[config.mk]
export PLATFORM = sky130hd
export DESIGN_NAME = pipe_stage_reg
export DESIGN_NICKNAME = d
export VERILOG_FILES = /design/src/rtl/pipe_pkg.sv /design/src/rtl/pipe_stage_reg_sat_counter.sv /design/src/rtl/pipe_stage_reg.sv
export SDC_FILE = /design/constraint.sdc
export NUM_CORES = 1
export LEC_CHECK = 0
export ABC_CLOCK_PERIOD_IN_PS = 1900
export CAP_MARGIN = 15
export CORE_ASPECT_RATIO = 1.75
export CORE_UTILIZATION = 28
export CTS_BUF_LIST = sky130_fd_sc_hd__clkbuf_2 sky130_fd_sc_hd__clkbuf_4 sky130_fd_sc_hd__clkbuf_8
export CTS_CLUSTER_SIZE = 14
export DETAILED_ROUTE_END_ITERATION = 6
export GPL_ROUTABILITY_DRIVEN = 0
export PLACE_DENSITY = 0.62
export SLEW_MARGIN = 20
export SYNTH_ARGS = -nofsm -noshare
export SYNTH_HDL_FRONTEND = slang
export SYNTH_SLANG_ARGS = --single-unit
[constraint.sdc]
create_clock -name clk -period 1.9 [get_ports clk]
set_input_delay 0.38 -clock clk [delete_from_list [all_inputs] [get_ports clk]]
set_output_delay 0.38 -clock clk [all_outputs]
set_load 0.005 [all_outputs]
[src/rtl/pipe_pkg.sv]
// Shared pipeline types and constants used by every stage register instance.
// Payload structs fix PAYLOAD_W per stage boundary via $bits().
package pipe_pkg;

  localparam int PC_W_DEFAULT  = 32;
  localparam int EXC_W_DEFAULT = 5;

  localparam logic [31:0] EXC_VEC_DEFAULT = 32'h0000_4180;
  localparam logic [4:0]  EXC_NONE        = 5'd0;

  typedef struct packed {
    logic [31:0] pc;
    logic        bd;
    logic [4:0]  exc;
  } stage_meta_t;

  // Decode -> execute bundle, padded to a round 128 bits for the default instance.
  typedef struct packed {
    logic [31:0] rs_val;
    logic [31:0] rt_val;
    logic [31:0] imm;
    logic [4:0]  rd;
    logic [5:0]  alu_op;
    logic [3:0]  mem_op;
    logic        reg_we;
    logic        mem_to_reg;
    logic [14:0] rsvd;
  } de_payload_t;

  typedef struct packed {
    logic [31:0] alu_result;
    logic [31:0] store_data;
    logic [4:0]  rd;
    logic [3:0]  mem_op;
    logic        reg_we;
    logic        mem_to_reg;
  } em_payload_t;

  localparam int DE_PAYLOAD_W = $bits(de_payload_t);
  localparam int EM_PAYLOAD_W = $bits(em_payload_t);

endpackage

[src/rtl/pipe_stage_reg_sat_counter.sv]
// Saturating event counter: counts inc pulses and sticks at all-ones.
module sat_counter #(
  parameter int CNT_W = 16
) (
  input  logic             clk,
  input  logic             rst,
  input  logic             inc,
  output logic [CNT_W-1:0] count
);

  always_ff @(posedge clk) begin
    if (rst) begin
      count <= '0;
    end else if (inc && (count != '1)) begin
      count <= count + CNT_W'(1);
    end
  end

endmodule

[src/rtl/pipe_stage_reg.sv]
// Handshaked pipeline stage register with flush/vector injection, bubble
// insertion that keeps PC/bd for EPC, an optional skid slot and event counters.
module pipe_stage_reg
  import pipe_pkg::*;
#(
  parameter int              PAYLOAD_W = DE_PAYLOAD_W,
  parameter int              PC_W      = PC_W_DEFAULT,
  parameter int              EXC_W     = EXC_W_DEFAULT,
  parameter logic [PC_W-1:0] EXC_VEC   = PC_W'(EXC_VEC_DEFAULT),
  parameter bit              SKID      = 1'b1,
  parameter int              CNT_W     = 16
) (
  input  logic                 clk,
  input  logic                 rst,
  input  logic                 in_valid,
  output logic                 in_ready,
  input  logic [PC_W-1:0]      in_pc,
  input  logic                 in_bd,
  input  logic [EXC_W-1:0]     in_exc,
  input  logic [PAYLOAD_W-1:0] in_payload,
  input  logic                 req,
  input  logic                 stall,
  output logic                 out_valid,
  input  logic                 out_ready,
  output logic [PC_W-1:0]      out_pc,
  output logic                 out_bd,
  output logic [EXC_W-1:0]     out_exc,
  output logic [PAYLOAD_W-1:0] out_payload,
  output logic [CNT_W-1:0]     bubble_cnt,
  output logic [CNT_W-1:0]     flush_cnt
);

  logic                 slot_free;
  logic                 skid_valid;
  logic [PC_W-1:0]      skid_pc;
  logic                 skid_bd;
  logic [EXC_W-1:0]     skid_exc;
  logic [PAYLOAD_W-1:0] skid_payload;
  logic                 bubble_inc;
  logic                 flush_inc;

  assign slot_free  = !out_valid || out_ready;
  assign flush_inc  = req;
  assign bubble_inc = !req && stall && slot_free;

  // Output slot: flush beats stall, stall beats transfer; a drained skid wins over the input.
  always_ff @(posedge clk) begin
    if (rst) begin
      out_valid   <= 1'b0;
      out_pc      <= '0;
      out_bd      <= 1'b0;
      out_exc     <= '0;
      out_payload <= '0;
    end else if (req) begin
      out_valid   <= 1'b0;
      out_pc      <= EXC_VEC;
      out_bd      <= 1'b0;
      out_exc     <= EXC_W'(EXC_NONE);
      out_payload <= '0;
    end else if (stall) begin
      if (slot_free) begin
        out_valid   <= 1'b0;
        out_pc      <= in_pc;
        out_bd      <= in_bd;
        out_exc     <= EXC_W'(EXC_NONE);
        out_payload <= '0;
      end
    end else if (slot_free) begin
      if (skid_valid) begin
        out_valid   <= 1'b1;
        out_pc      <= skid_pc;
        out_bd      <= skid_bd;
        out_exc     <= skid_exc;
        out_payload <= skid_payload;
      end else if (in_valid) begin
        out_valid   <= 1'b1;
        out_pc      <= in_pc;
        out_bd      <= in_bd;
        out_exc     <= in_exc;
        out_payload <= in_payload;
      end else begin
        out_valid   <= 1'b0;
      end
    end
  end

  generate
    if (SKID) begin : g_skid
      logic accept;

      // Ready depends only on local state plus req/stall, never on out_ready.
      assign in_ready = !skid_valid && !stall && !req;
      assign accept   = in_valid && in_ready;

      always_ff @(posedge clk) begin
        if (rst || req) begin
          skid_valid   <= 1'b0;
          skid_pc      <= '0;
          skid_bd      <= 1'b0;
          skid_exc     <= '0;
          skid_payload <= '0;
        end else if (!stall) begin
          if (slot_free && skid_valid) begin
            skid_valid <= accept;
            if (accept) begin
              skid_pc      <= in_pc;
              skid_bd      <= in_bd;
              skid_exc     <= in_exc;
              skid_payload <= in_payload;
            end
          end else if (!slot_free && accept) begin
            skid_valid   <= 1'b1;
            skid_pc      <= in_pc;
            skid_bd      <= in_bd;
            skid_exc     <= in_exc;
            skid_payload <= in_payload;
          end
        end
      end
    end else begin : g_no_skid
      assign in_ready     = !rst && slot_free && !stall && !req;
      assign skid_valid   = 1'b0;
      assign skid_pc      = '0;
      assign skid_bd      = 1'b0;
      assign skid_exc     = '0;
      assign skid_payload = '0;
    end
  endgenerate

  sat_counter #(.CNT_W(CNT_W)) u_bubble_cnt (
    .clk   (clk),
    .rst   (rst),
    .inc   (bubble_inc),
    .count (bubble_cnt)
  );

  sat_counter #(.CNT_W(CNT_W)) u_flush_cnt (
    .clk   (clk),
    .rst   (rst),
    .inc   (flush_inc),
    .count (flush_cnt)
  );

endmodule

==> impl_results.md, run 1 <==
* Via count of the routed design at 13928
* Clock sink total at about 370
* Iteration count of the initial detailed-routing pass at 7
* Fill cell instance count of the final layout at about 5200
* Final Util at 0.419
* Number of standard cells after synthesis at 1705
* Req. time, crit path at around 1.5 ns
* Classification of the worst-slack hold path: input port to flip-flop
* # DRC at 0
* CTS clk-pin slew, worst paths at around 0.070 ns
* Transition at the pin with the smallest max-transition slack at between 0.4 and 0.5 ns
* CTS tree: built
* Number of nets with antenna violations after routing at 0
* Via count of the first global-routing pass at 13923
* Remaining Overflow, GRT at 0
* Ports placed on the boundary at about 370
* Post-Syn Area at 14800 um^2
* Number of max-cap violations at 0
* Buffers from clock root to sink, at most at 3
* Number of different library cells in the post-synthesis netlist at 39
* Worst-path maximum fanout at 2
* Max-slew headroom at 0.672
* LEAKAGE at between 8 and 9 nW
* Delay of the slowest cell on the worst path at ~0.5 ns
* FFs w/ async S/R, synth at 0
* Power density over cell area at roughly 790 nW/um^2
* Layout overhead on the synthesized area at 47.8%
* Drt wl/cell at around 17 um
* Beginning of the worst register-to-register path: out_valid
* Via density at 4.86
* Kind of critical path: flip-flop to primary output
* Horizontal extent of the die at between 150 and 200 um
* Number of DRC markers in iteration 0 at 713
* Cell with the largest stage delay on the worst path: sky130_fd_sc_hd__clkdlybuf4s50_1
* Number of enable flip-flop cells after synthesis at 0
* Total global routing track utilization at 0.176
* Average cell area after synthesis at around 8.7 um^2
* Highest clock frequency the design can meet at roughly 540 MHz
* Most frequent standard cell in the layout excluding fill and tap cells: sky130_fd_sc_hd__nand2_1
* Critical-path cell list: clkdlybuf4s50_1
* Placed wire-length estimate at 33800 um
* Total power draw at between 15 and 20 mW
* Category of the worst setup path capture point: primary output
* Area of the core at 52200 um^2
* CP bufs+invs at 1
* Input/output buffers at around 370
* Placement-stage cell area at 20300 um^2
* Status: completed
* Most frequent cells in the layout: 373 x sky130_fd_sc_hd__nand2_1, 293 x sky130_fd_sc_hd__dfxtp_1, 247 x sky130_fd_sc_hd__clkdlybuf4s50_1, 216 x sky130_fd_sc_hd__a21oi_1, 147 x sky130_fd_sc_hd__nor2_1
* Worst path setup slack after routing at 0.0487 ns
* Final setup violation count at 0
* Number of buffers created by CTS at 55
* Global-route wire length before repair at 75400 um
* Count of endpoints failing hold in the final timing report at 0
* Height of the die at slightly above 300 um
* VDD IR max at 0.000534 V
* Worst hold start: stall
* Final worst path period share at 0.974
* Net count after synthesis at ~1900
* Total Wirelength at just under 50000 um
* Count of H-tree levels built during CTS at 2
* Share of the yosys chip area belonging to registers at 0.496
* Total count of max-transition violations in the final report at 0
* Worst path top cell family by delay: buffers and inverters
* Finished Cell Area at between 20000 and 25000 um^2
* Synthesis-stage register bit count at roughly 370
* Post-Place Worst Slack at -0.475 ns
* Root Buffer Master: sky130_fd_sc_hd__clkbuf_8
* Count of nets after finishing at 2302
* Share of layout cells above drive strength 1 at 0.203
* Critical path startpoint: out_payload[103]
* Row cnt at around 110
* Synthesis Warnings at 0
* Kind of start point of the critical path: flip-flop
* # hold bufs at CTS at 0
* Pin count of the biggest net entering global routing at 71
* Data arrival time at the worst-slack endpoint at between 1 and 1.5 ns
* Source-to-sink clock delay at the later pin of the worst-skew pair at 0.61 ns
* Post-route minimum period at approximately 1.9 ns
* Final worst clock skew at ~0.012 ns
* Starting density of the core at 0.283
* Number of antenna violations at the first check in global routing at 13
* Most common flop cell mapped by yosys: sky130_fd_sc_hd__dfxtp_1
* Die footprint at 53800 um^2
worst paths after layout:
| kind | endpoint | slack, ns | depth (start not counted) |
|---|---|---|---|
| setup / recovery | out_payload[103] | 0.05 | 1 |
| hold / removal | skid_valid | 0.27 | 4 |
| hold reg to reg | skid_pc[20] | 0.45 | 2 |
| setup reg to reg | u_bubble_cnt.count[10] | 0.07 | 5 |
cells in the mapped netlist (2+ instances only):
cell	instances	area, um^2
sky130_fd_sc_hd__a211oi_1	30	225
sky130_fd_sc_hd__a21oi_1	217	1090
sky130_fd_sc_hd__a22oi_1	103	773
sky130_fd_sc_hd__a311oi_1	2	17.5
sky130_fd_sc_hd__a31oi_1	7	43.8
sky130_fd_sc_hd__and3_1	2	12.5
sky130_fd_sc_hd__and4_1	5	43.8
sky130_fd_sc_hd__buf_1	7	26.3
sky130_fd_sc_hd__buf_2	24	120
sky130_fd_sc_hd__clkbuf_1	109	409
sky130_fd_sc_hd__dfxtp_1	366	7330
sky130_fd_sc_hd__ha_1	2	25.0
sky130_fd_sc_hd__inv_1	5	18.8
sky130_fd_sc_hd__mux2_2	107	1200
sky130_fd_sc_hd__mux2i_1	62	621
sky130_fd_sc_hd__nand2_1	373	1400
sky130_fd_sc_hd__nand2b_1	10	62.6
sky130_fd_sc_hd__nand3_1	11	55.1
sky130_fd_sc_hd__nand4_1	10	62.6
sky130_fd_sc_hd__nor2_1	149	559
sky130_fd_sc_hd__nor2b_1	6	37.5
sky130_fd_sc_hd__nor3_1	9	45.0
sky130_fd_sc_hd__nor4_1	4	25.0
sky130_fd_sc_hd__o211ai_1	4	30.0
sky130_fd_sc_hd__o21ai_0	7	35.0
sky130_fd_sc_hd__o21bai_1	2	15.0
sky130_fd_sc_hd__o31ai_1	12	90.1
sky130_fd_sc_hd__or2_2	2	12.5
sky130_fd_sc_hd__or3_1	36	225
sky130_fd_sc_hd__or4_1	12	90.1
sky130_fd_sc_hd__xor2_1	2	17.5
routing by layer:
layer,GRT usage,part of all wire
met4,0.103,0.047
met1,0.189,0.38
met5,0,0
met2,0.319,0.52
met3,0.0301,0.049
final cells by class:
class                   count  area, um^2  area share
inverters                   5        18.8    0.000859
clock buffers              83        1060      0.0485
diodes                     13        32.5     0.00149
multi-input cells        1192        6960       0.319
clock inverters            20         310      0.0142
well taps                 678         848      0.0388
repair buffers            508        5180       0.237
flip-flops and latches    366        7440       0.340
flip-flops by register name, indices dropped and copies added, names as in the netlist:
signal              count
out_exc                 5
out_payload           128
skid_exc                5
skid_valid              1
out_bd                  1
u_flush_cnt.count      16
u_bubble_cnt.count     16
skid_bd                 1
out_valid               1
skid_pc                32
skid_payload          128
out_pc                 32
logic make-up after synthesis:
logic type / count (synthesis) / share of synthesized area
AO/OA/AOI/OAI: 385 / 0.157
XOR/XNOR: 2 / 0.00118
adder cells (fa/ha/maj): 2 / 0.00169
buffers and inverters: 147 / 0.0399
flip-flops: 366 / 0.496
multiplexers: 169 / 0.123
AND/OR/NAND/NOR: 634 / 0.181
power by group:
group / switching, mW / internal, mW / leakage [nW]
logic: 0.663 / 0.828 / 4.77
registers: 0.0651 / 7.77 / 3.00
clock network: 3.22 / 4.68 / 0.726
per-stage QoR:
stage / hold slack (ns) / instances / TNS (ns)
2_1_floorplan: 0.433 / 1705 / 0
3_3_place_gp: 0.436 / 2738 / -68.82
3_5_place_dp: 0.442 / 2738 / -69.74
4_1_cts: 0.228 / 2849 / 0
5_1_grt: 0.301 / 2864 / -0.0169
6_report: 0.271 / 2865 / 0
repair_timing:
action	CTS	global route
buffers inserted	8	3
endpoints found under the setup margin	132	40
pin swaps	1	1
resized for setup	171	41
Power figures use the tool's default switching activity.
==> inputs of run 2 (changes only) <==
--- a/config.mk
+++ b/config.mk
@@ -14,7 +14,6 @@
 export DETAILED_ROUTE_END_ITERATION = 6
 export GPL_ROUTABILITY_DRIVEN = 0
 export PLACE_DENSITY = 0.62
-export SLEW_MARGIN = 20
 export SYNTH_ARGS = -nofsm -noshare
 export SYNTH_HDL_FRONTEND = slang
 export SYNTH_SLANG_ARGS = --single-unit
==> results of run 2 <==
Final layout, timing and power as in run 1 (identical DEF).
==> inputs of run 3 (changes only) <==
--- a/config.mk
+++ b/config.mk
@@ -8,6 +8,7 @@
 export ABC_CLOCK_PERIOD_IN_PS = 1900
 export CAP_MARGIN = 15
 export CORE_ASPECT_RATIO = 1.75
+export CORE_MARGIN = 8
 export CORE_UTILIZATION = 28
 export CTS_BUF_LIST = sky130_fd_sc_hd__clkbuf_2 sky130_fd_sc_hd__clkbuf_4 sky130_fd_sc_hd__clkbuf_8
 export CTS_CLUSTER_SIZE = 14
==> run 3 against run 2 <==
Net effect:
- sequential power is essentially flat
- sequential share of layout area grew 0.45 points
- final cell count shrank 0.45%
- register-to-register slack lost 0.03 ns
- combinational power is essentially flat
- wire length grew 4.8%
- global-route usage shrank 1.6 points
- first-iteration DRC count shrank 10%
- clock power shrank 4.2%
- flip-flop and latch count is the same
- highest routed layer unchanged
==> impl_results.md, run 3 (synthesis results as in run 1) <==
* Iteration count of the initial detailed-routing pass at 4 (-3)
* Number of cells on the worst hold path at 4 (unchanged)
* Number of max-cap violations at 0 (unchanged)
* Reg2reg path depth at 6 (+1)
* Highest clock frequency the design can meet at 536 MHz (-0.70%)
* Buffers from clock root to sink, at most at 3 (unchanged)
* Via density at 4.82 (-0.76%)
* RSZ-0062 raised after global routing: true
* Critical-path cell list: buf_6 -> buf_4 -> nand3_4 -> or4_4 -> or4_1 -> a21oi_1
* VDD IR max at 0.000647 V (+21%)
* Worst hold start: stall
* Setup slack of the most critical reg-to-reg path at 0.04 ns (-0.03 ns)
* Via count of the routed design at 13759 (-1.2%)
* Root Buffer Master: sky130_fd_sc_hd__clkbuf_8
* Worst path setup slack after routing at 0.0356 ns (-0.0130 ns)
* Power density over cell area at 784 nW/um^2 (-0.61%)
* Most frequent standard cell in the layout excluding fill and tap cells: sky130_fd_sc_hd__nand2_1
* Delay of the slowest cell on the worst path at 0.54 ns (+0.03 ns)
* Share of layout cells above drive strength 1 at 0.196 (-0.00692)
* Layout overhead on the synthesized area at 45.8%
* Ports placed on the boundary at 372 (unchanged)
* Input/output buffers at 371 (unchanged)
* Area of the core at 52400 um^2 (+0.27%)
* Kind of start point of the critical path: flip-flop
* Height of the die at 320 um (+4.6%)
* Post-route minimum period at 1.86 ns (+0.0130 ns)
* Finished Cell Area at 21600 um^2 (-1.4%)
* Count of nets after finishing at 2291 (-0.48%)
* Largest registers: out_payload (128), skid_payload (128)
* GR met2 Demand/Resource at 0.299 (-0.0199)
* Placed wire-length estimate at 36400 um (+7.9%)
* Classification of the worst-slack hold path: input port to flip-flop
* Die footprint at 60700 um^2 (+13%)
* Count of endpoints failing hold in the final timing report at 0 (unchanged)
* Drt wl/cell at 17.8 um (+5.2%)
* CTS clk-pin slew, worst paths at 0.07 ns (about the same)
* Count of H-tree levels built during CTS at 2 (unchanged)
* Final worst clock skew at 0.0291 ns (+0.0172 ns)
* Number of nets with antenna violations after routing at 0 (unchanged)
* LEAKAGE at 8.51 nW (+0.18%)
* Final worst path period share at 0.981 (+0.00687)
* Source-to-sink clock delay at the later pin of the worst-skew pair at 0.62 ns (about the same)
* Global-route track usage on met3 at 0.0386 (+0.00844)
* Transition at the pin with the smallest max-transition slack at 0.637 ns (+0.147 ns)
* Number of antenna violations at the first check in global routing at 10 (-3)
* Fill cell instance count of the final layout at 5173 (+0.23%)
* Total count of max-transition violations in the final report at 0 (unchanged)
* Remaining Overflow, GRT at 0 (unchanged)
* Number of buffers created by CTS at 58 (+5.5%)
* # hold bufs at CTS at 0 (unchanged)
* Global-route wire length before repair at 78700 um (+4.4%)
* Kind of critical path: flip-flop to flip-flop
* Beginning of the worst register-to-register path: u_bubble_cnt.count[3]
* Data arrival time at the worst-slack endpoint at 2.37 ns (+0.90 ns)
* # DRC at 0 (unchanged)
* Total Wirelength at 50700 um (+4.8%)
* Starting density of the core at 0.282 (-0.000751)
* Category of the worst setup path capture point: flip-flop
* Via count of the first global-routing pass at 14204 (+2.0%)
* Pin count of the biggest net entering global routing at 93 (+31%)
* Status: completed
* Worst-path maximum fanout at 7 (+5)
* Row cnt at 111 (unchanged)
* Horizontal extent of the die at 190 um (+8.0%)
* Post-Place Worst Slack at -0.502 ns (-0.0271 ns)
* Busiest layer in global routing: met2
* Max-slew headroom at 0.576 (-0.0963)
* Placement-stage cell area at 20200 um^2 (-0.48%)
* Total global routing track utilization at 0.160 (-0.0156)
* Cell with the largest stage delay on the worst path: sky130_fd_sc_hd__or4_4
* Most frequent cells in the layout: 373 x sky130_fd_sc_hd__nand2_1, 303 x sky130_fd_sc_hd__dfxtp_1, 215 x sky130_fd_sc_hd__a21oi_1, 181 x sky130_fd_sc_hd__clkdlybuf4s50_1, 177 x sky130_fd_sc_hd__dlygate4sd2_1
* FF-to-FF End: u_bubble_cnt.count[14]
* Final setup violation count at 0 (unchanged)
* CTS tree: built
* Global-route met1 utilization at 0.159 (-0.0293)
* Endpoint of the worst hold path: out_payload[103]
* Number of DRC markers in iteration 0 at 639 (-10%)
* Clock sink total at 366 (unchanged)
* Req. time, crit path at 2.41 ns (+0.89 ns)
[run 3: cell count changes in the layout (fill, tap and decap cells not counted), moves of 3 or more]
cell                              change
sky130_fd_sc_hd__dlymetal6s2s_1      -12
sky130_fd_sc_hd__buf_4               -12
sky130_fd_sc_hd__diode_2              -3
sky130_fd_sc_hd__bufinv_16            -4
sky130_fd_sc_hd__clkbuf_4             +5
sky130_fd_sc_hd__buf_12               -3
sky130_fd_sc_hd__clkdlybuf4s50_1     -66
sky130_fd_sc_hd__dfxtp_2             -12
sky130_fd_sc_hd__dlygate4sd2_1       +79
sky130_fd_sc_hd__dfxtp_1             +10
sky130_fd_sc_hd__clkinvlp_4           +3
[run 3: per-layer routing]
metal / up-vias / part of all wire
met5: - / 0
met3: 126 / 0.060
li1: 6751 / -
met4: 0 / 0.048
met2: 388 / 0.53
met1: 6494 / 0.36
[run 3: worst max-delay path: cells and delay by family, from the launching register on]
| family | cells | cell delay (ns) |
|---|---|---|
| AO/OA/AOI/OAI | 1 | 0.16 |
| flip-flops | 1 | 0.33 |
| buffers and inverters | 2 | 0.19 |
| AND/OR/NAND/NOR | 3 | 1.09 |
[run 3: how the worst max path moves through the flow]
stage	from	to	slack (ns)	cells after the start
floorplan	u_bubble_cnt.count[0]	u_bubble_cnt.count[14]	0.0009	6
global placement	req	u_bubble_cnt.count[13]	-0.52	6
detailed placement	out_ready	u_bubble_cnt.count[13]	-0.50	6
CTS	u_bubble_cnt.count[4]	u_bubble_cnt.count[10]	0.0004	5
global route	u_bubble_cnt.count[3]	u_bubble_cnt.count[13]	-0.02	6
finish	u_bubble_cnt.count[3]	u_bubble_cnt.count[14]	0.04	6
[run 3: timing repair]
| action | CTS | global route |
|---|---|---|
| pin swaps | 3 | 6 |
| setup endpoints to repair | 192 | 18 |
| resized for setup | 252 | 21 |
| setup buffers | 5 | 2 |
[run 3: area by class of cell]
class | count | area (um^2) | area share
well taps | 678 | 848 | 0.0394
inverters | 5 | 18.8 | 0.000871
clock inverters | 17 | 204 | 0.00946
multi-input cells | 1192 | 6980 | 0.324
repair buffers | 494 | 4920 | 0.228
clock buffers | 90 | 1130 | 0.0522
diodes | 10 | 25.0 | 0.00116
flip-flops and latches | 366 | 7430 | 0.345
[run 3: metrics by stage]
step | TNS [ns] | hold WS, ns | total power [mW] | cells | utilization
after global routing | -0.0168 | 0.270 | 17.6 | 2851 | 0.412
after global placement | -69.46 | 0.437 | 9.53 | 2730 | 0.386
after detailed placement | -72.45 | 0.444 | 9.56 | 2730 | 0.386
after CTS | 0 | 0.232 | 17.2 | 2842 | 0.410
after floorplan | 0 | 0.433 | 8.56 | 1705 | -
final | 0 | 0.284 | 16.9 | 2852 | 0.412
[run 3: where the power goes]
part	leakage, nW	switching, mW	internal (mW)
registers	2.99	0.0670	7.77
logic	4.82	0.665	0.808
clock network	0.700	3.25	4.33
total	8.51	3.98	12.9
